**src/rtl/score_display_driver_if.sv**
```systemverilog
// rtl/score_display_driver_if.sv - digit inputs and seven-segment outputs of the score display driver
interface score_display_driver_if;
    logic [3:0] thousands;
    logic [3:0] hundreds;
    logic [3:0] tens;
    logic [3:0] ones;
    logic       blank_lz;
    logic       blink_en;
    logic [3:0] an;
    logic [6:0] seg;
    logic       dp;
    logic       frame_done;

    modport master (
        output thousands, hundreds, tens, ones, blank_lz, blink_en,
        input  an, seg, dp, frame_done
    );

    modport slave (
        input  thousands, hundreds, tens, ones, blank_lz, blink_en,
        output an, seg, dp, frame_done
    );
endinterface

```
**src/rtl/score_display_driver.sv**
```systemverilog
// rtl/score_display_driver.sv - 4-digit multiplexed seven-segment driver with frame capture, zero blanking and blink
module score_display_driver #(
    parameter int REFRESH_DIV  = 100000,
    parameter int BLINK_FRAMES = 125
) (
    input  logic                   clk,
    input  logic                   rst_n,
    score_display_driver_if.slave  bus
);

    localparam int PW = (REFRESH_DIV > 1) ? $clog2(REFRESH_DIV) : 1;
    localparam int BW = (BLINK_FRAMES > 1) ? $clog2(BLINK_FRAMES) : 1;
    localparam logic [PW-1:0] PRESC_MAX = PW'(REFRESH_DIV - 1);
    localparam logic [BW-1:0] BLINK_MAX = BW'(BLINK_FRAMES - 1);

    typedef enum logic {IDLE, SCAN} state_t;

    state_t          state;
    logic [PW-1:0]   presc;
    logic [1:0]      slot;
    logic [3:0][3:0] shadow;       // index 0 = ones ... 3 = thousands
    logic [BW-1:0]   blink_cnt;
    logic            blink_phase;
    logic [3:0]      an_q;
    logic [6:0]      seg_q;
    logic            frame_done_q;

    logic            tick;
    logic            wrap;
    logic            capture;
    logic            nxt_scan;
    logic [1:0]      nxt_slot;
    logic [3:0][3:0] nxt_shadow;
    logic [BW-1:0]   nxt_blink_cnt;
    logic            nxt_blink_phase;
    logic [3:0]      digit;
    logic            blanked;
    logic            dark;
    logic [3:0]      nxt_an;
    logic [6:0]      nxt_seg;

    function automatic logic [6:0] seg_decode(input logic [3:0] d);
        case (d)
            4'd0:    return 7'b1000000;
            4'd1:    return 7'b1111001;
            4'd2:    return 7'b0100100;
            4'd3:    return 7'b0110000;
            4'd4:    return 7'b0011001;
            4'd5:    return 7'b0010010;
            4'd6:    return 7'b0000010;
            4'd7:    return 7'b1111000;
            4'd8:    return 7'b0000000;
            4'd9:    return 7'b0010000;
            default: return 7'b0111111;
        endcase
    endfunction

    // Next-state view: outputs are registered from the post-edge slot, shadows and blink phase
    always_comb begin
        tick     = (presc == PRESC_MAX);
        wrap     = (state == SCAN) && tick && (slot == 2'd3);
        capture  = tick && ((state == IDLE) || (slot == 2'd3));
        nxt_scan = (state == SCAN) || tick;

        nxt_slot = slot;
        if (state == IDLE) begin
            nxt_slot = 2'd0;
        end else if (tick) begin
            nxt_slot = slot + 2'd1;
        end

        nxt_shadow = shadow;
        if (capture) begin
            nxt_shadow = {bus.thousands, bus.hundreds, bus.tens, bus.ones};
        end

        // Holding the blink state at zero while disabled makes every blink start lit
        nxt_blink_cnt   = blink_cnt;
        nxt_blink_phase = blink_phase;
        if (!bus.blink_en) begin
            nxt_blink_cnt   = '0;
            nxt_blink_phase = 1'b0;
        end else if (wrap) begin
            if (blink_cnt == BLINK_MAX) begin
                nxt_blink_cnt   = '0;
                nxt_blink_phase = ~blink_phase;
            end else begin
                nxt_blink_cnt = blink_cnt + BW'(1);
            end
        end

        // Leading-zero chain: a slot is blank only if it and every higher digit is zero
        digit   = nxt_shadow[nxt_slot];
        blanked = 1'b0;
        if (bus.blank_lz) begin
            case (nxt_slot)
                2'd3:    blanked = (nxt_shadow[3] == 4'd0);
                2'd2:    blanked = (nxt_shadow[3] == 4'd0) && (nxt_shadow[2] == 4'd0);
                2'd1:    blanked = (nxt_shadow[3] == 4'd0) && (nxt_shadow[2] == 4'd0)
                                   && (nxt_shadow[1] == 4'd0);
                default: blanked = 1'b0;
            endcase
        end

        dark    = !nxt_scan || blanked || (bus.blink_en && nxt_blink_phase);
        nxt_an  = 4'b1111;
        nxt_seg = 7'b1111111;
        if (!dark) begin
            nxt_an  = ~(4'b0001 << nxt_slot);
            nxt_seg = seg_decode(digit);
        end
    end

    // Prescaler, scan FSM, frame capture, blink tracking and registered display outputs
    always_ff @(posedge clk or negedge rst_n) begin
        if (!rst_n) begin
            state        <= IDLE;
            presc        <= '0;
            slot         <= 2'd0;
            shadow       <= '0;
            blink_cnt    <= '0;
            blink_phase  <= 1'b0;
            an_q         <= 4'b1111;
            seg_q        <= 7'b1111111;
            frame_done_q <= 1'b0;
        end else begin
            presc        <= tick ? '0 : presc + PW'(1);
            state        <= nxt_scan ? SCAN : IDLE;
            slot         <= nxt_slot;
            shadow       <= nxt_shadow;
            blink_cnt    <= nxt_blink_cnt;
            blink_phase  <= nxt_blink_phase;
            an_q         <= nxt_an;
            seg_q        <= nxt_seg;
            frame_done_q <= wrap;
        end
    end

    assign bus.an         = an_q;
    assign bus.seg        = seg_q;
    assign bus.dp         = 1'b1;
    assign bus.frame_done = frame_done_q;

endmodule
```
**src/flat_wrapper.sv**
```systemverilog
// flat-port wrapper written by rule: the top's interface ports become plain ports
module score_display_driver_flat 
#(
    parameter int REFRESH_DIV  = 100000,
    parameter int BLINK_FRAMES = 125
)
  (clk, rst_n, bus_thousands, bus_hundreds, bus_tens, bus_ones, bus_blank_lz, bus_blink_en, bus_an, bus_seg, bus_dp, bus_frame_done);
  score_display_driver_if bus_i ();
  input  logic clk;
  input  logic rst_n;
  input wire logic [$bits(bus_i.thousands)-1:0] bus_thousands;
  input wire logic [$bits(bus_i.hundreds)-1:0] bus_hundreds;
  input wire logic [$bits(bus_i.tens)-1:0] bus_tens;
  input wire logic [$bits(bus_i.ones)-1:0] bus_ones;
  input wire logic [$bits(bus_i.blank_lz)-1:0] bus_blank_lz;
  input wire logic [$bits(bus_i.blink_en)-1:0] bus_blink_en;
  output wire logic [$bits(bus_i.an)-1:0] bus_an;
  output wire logic [$bits(bus_i.seg)-1:0] bus_seg;
  output wire logic [$bits(bus_i.dp)-1:0] bus_dp;
  output wire logic [$bits(bus_i.frame_done)-1:0] bus_frame_done;
  assign bus_i.thousands = bus_thousands;
  assign bus_i.hundreds = bus_hundreds;
  assign bus_i.tens = bus_tens;
  assign bus_i.ones = bus_ones;
  assign bus_i.blank_lz = bus_blank_lz;
  assign bus_i.blink_en = bus_blink_en;
  assign bus_an = bus_i.an;
  assign bus_seg = bus_i.seg;
  assign bus_dp = bus_i.dp;
  assign bus_frame_done = bus_i.frame_done;
  score_display_driver #(.REFRESH_DIV(REFRESH_DIV), .BLINK_FRAMES(BLINK_FRAMES)) u_core (.clk(clk), .rst_n(rst_n), .bus(bus_i));
endmodule
```
**config.mk**
```make
export PLATFORM = sky130hd
export DESIGN_NAME = score_display_driver_flat
export DESIGN_NICKNAME = d
export VERILOG_FILES = /design/src/rtl/score_display_driver_if.sv /design/src/rtl/score_display_driver.sv /design/src/flat_wrapper.sv
export SDC_FILE = /design/constraint.sdc
export NUM_CORES = 1
export LEC_CHECK = 0
export CELL_PAD_IN_SITES_DETAIL_PLACEMENT = 1
export CELL_PAD_IN_SITES_GLOBAL_PLACEMENT = 1
export CORE_MARGIN = 2
export CORE_UTILIZATION = 48
export DETAILED_ROUTE_END_ITERATION = 16
export GPL_TIMING_DRIVEN = 0
export PLACE_DENSITY_LB_ADDON = 0.25
export SLEW_MARGIN = 20
export SYNTH_ARGS = -nofsm -noshare
export SYNTH_HDL_FRONTEND = slang
export SYNTH_SLANG_ARGS = --single-unit
export TNS_END_PERCENT = 1
```
**constraint.sdc**
```tcl
create_clock -name clk -period 5.7 [get_ports clk]
set_clock_uncertainty 0.2 [all_clocks]
set_input_delay 1.14 -clock clk [delete_from_list [all_inputs] [get_ports clk]]
set_output_delay 1.14 -clock clk [all_outputs]
set_load 0.05 [all_outputs]
```
==> metrics.cfg <==
[routing]
drt_iter0_markers = 111
wl_per_cell_um = 17.3
drt-vias-per-instance = 5.75
drc = 0
final_antenna_net_count = 0
wl_mm = 6.64
vias = 2208
dr.pass1.iters = 4

[power]
power-per-cell-area_mw_per_mm2 = 201
ir_drop_mv = 0.124
power.leakage_nw = 1.51

[synth]
synth-async-reset-ratio_pct = 100
synth_common_cells = 45 x dfrtp_1, 20 x mux2_2, 17 x nand2_1, 17 x nor2_1, 15 x nand3_1
synth_most_common_cell = dfrtp_1
netlist_area_mm2 = 0.00293
synth-edff-count = 0
synth_top_area_share_pct = 38.4
yosys.area.top_type = dfrtp_1
ys_top_cells_by_area = dfrtp_1 38%, dfstp_2 9.9%, mux2_2 7.7%
ys_ff_latch = 56
syn_area_per_cell_um2 = 10.9
yosysSeqAreaShare_pct = 48.3
synth.distinct_cells = 51
netlist_instances = 270
ys.flop_type = dfrtp_1
yosys_warnings = 0
syn_nets = 299

[clock_tree]
cts_buffers = 5
cts-resized-gates = 0
cts_buffer_depth = 2
clk_latency_ns = 0.32
clkSlewWorstSetupHoldPaths_ns = 0.10
root_buffer = clkbuf_8
htreeDepth = 2
holdBufCountCts = 0
clkSinkCount = 56
cts_setup_buffers = 0
cts_tree = done

[global_routing]
grt_pass1_wl_mm = 11.1
grt_max_degree = 57
antenna_found_initial = 0
grt_pass1_vias = 2351
grt-ovfl-total = 0
track_usage_pct = 21.8

[layout]
fillers = 660
diodes = 0
nets = 337
syn2layout_area_growth_pct = 17.3
final_area_mm2 = 0.00344
drive_gt1_share_pct = 18.1

[critical_path]
cp_top_family = multiplexers
crit_chain = ha_1 > and4_4 > and4_4 > and2_1 > buf_4 > buf_4 > mux2_2 > mux2i_1 > mux2i_1 > inv_1 > ha_1 > mux2_2 > o211ai_1
critPathMaxFanout = 10
slowest_delay_ns = 0.44
path_buf_inv = 3
worstPathArrival_ns = 3.57
crit_required_ns = 5.75
cp-start-kind = flop
cp_slowest_cell = mux2i_1
worstSetupPathType = flop to flop
end_kind = flop

[flow_run]
maxCapViolCount = 0

[timing]
finalSetupViolCount = 0
finalSetupTns_ns = 0
rsz0062_at_grt = no
worstMarginPinSlew_ns = 0.850
period_needed_ns = 3.52
slew_viol_final = 0
finalHoldViolCount = 0
relSlewSlack_pct = 43.3
max_clock_freq_mhz = 284
min_period_over_period_pct = 61.8

[floorplan]
rows = 28
fp.dieH_um = 82.2
ios = 33
core-area_mm2 = 0.00592
dieWidth_um = 82.2
dieArea_mm2 = 0.00675
initial_utilization_pct = 49.5

[worst_hold_path]
hp-class = flop to flop

[placed_design]
numPortBuffers = 30
place_congestion = 0.809
hpwl_mm = 4.73
dpl_cell_area_mm2 = 0.00332

[status]
status = finished, final reports clean

-- layer usage --
metal  vias to the layer above  GRT usage (%)  wire (µm)  share of wire [%]
li1                       1049              -          -                  -
met5                         -              0          0                  0
met2                        29           36.0       3300                 50
met1                      1122           28.7       3070                 46
met3                         8           4.13        175                2.6
met4                         0           7.50        103                1.6
-- cell usage in the layout, fill, tap and decap left out, types with 2 or more instances in the layout --
cell type,instances
mux2i_1,12
nor4bb_1,2
nand3_1,15
inv_1,11
o21ai_0,14
or4_1,2
and3_1,9
nand2_1,17
and2_1,2
clkbuf_8,5
xnor2_1,7
clkbuf_1,5
buf_4,4
nand2b_1,2
a21boi_0,3
clkdlybuf4s50_1,29
nor4_1,2
nor2_1,17
dfrtp_1,45
and4_1,3
dfstp_2,11
o211ai_1,7
and4_4,2
or3_1,2
nor2b_1,5
nand4_1,2
a21oi_1,7
nor3_1,4
o31ai_1,2
ha_1,9
mux2_2,20
xor2_1,7
-- worst paths after layout --
check / start / endpoint / slack [ns] / depth (start not counted)
max in group asynchronous: rst_n / u_core.shadow[14]$_DFF_PN0_ / 4.18 / 1
worst max register to register: u_core.presc[0]$_DFF_PN0_ / u_core.bus.seg[5]$_DFF_PN1_ / 2.18 / 13
worst min register to register: u_core.presc[0]$_DFF_PN0_ / u_core.presc[0]$_DFF_PN0_ / 0.30 / 1
worst max-delay path: u_core.presc[0]$_DFF_PN0_ / u_core.bus.seg[5]$_DFF_PN1_ / 2.18 / 13
worst min-delay path: u_core.presc[0]$_DFF_PN0_ / u_core.presc[0]$_DFF_PN0_ / 0.30 / 1
min in group asynchronous: rst_n / u_core.presc[16]$_DFF_PN0_ / 0.66 / 1
-- per-stage QoR --
stage | total power [mW] | hold slack (ns) | utilization, % | worst slack, ns | std cells
2_1_floorplan | 0.410 | 0.253 | - | 2.62 | 270
3_3_place_gp | 0.432 | 0.279 | 56.2 | 1.57 | 375
3_5_place_dp | 0.433 | 0.288 | 56.1 | 1.75 | 375
4_1_cts | 0.697 | 0.306 | 58.0 | 2.04 | 383
5_1_grt | 0.713 | 0.333 | 58.1 | 1.81 | 384
6_report | 0.690 | 0.296 | 58.1 | 2.18 | 384
-- registers in the layout, summed over array words and instances (netlist names) --
| name | count |
|---|---|
| u_core.presc | 17 |
| u_core.shadow | 16 |
| u_core.blink_cnt | 7 |
| u_core.bus.seg | 7 |
| u_core.bus.an | 4 |
| u_core.slot | 2 |
| u_core.blink_phase | 1 |
| u_core.bus.frame_done | 1 |
| u_core.state | 1 |
-- cell type report --
cell class	count	area, µm²	share of cell area (%)
Timing Repair Buffer	31	303	8.80
Clock inverter	3	42.5	1.24
Buffer	9	45.0	1.31
Tap cell	75	93.8	2.73
Sequential cell	56	1420	41.1
Multi-Input combinational cell	192	1420	41.3
Inverter	13	51.3	1.49
Clock buffer	5	68.8	2.00
-- report_power, final --
group / switching [mW] / leakage, nW / internal [mW]
Clock: 0.135 / 0.0558 / 0.130
Combinational: 0.0145 / 0.724 / 0.0127
Sequential: 0.0000000000000000534 / 0.730 / 0.397
Total: 0.149 / 1.51 / 0.541
-- kinds of logic (layout without fill, tap and decap cells) --
family	Yosys count	in the layout	synth area share (%)
XOR/XNOR	14	14	4.18
AND/OR/NAND/NOR	92	92	17.6
buffers and inverters	22	61	3.28
flip-flops	56	56	48.3
adder cells (fa/ha/maj)	9	9	3.84
multiplexers	32	32	11.8
other	1	1	0.128
AO/OA/AOI/OAI	44	44	10.9
Power figures use the tool's default switching activity.
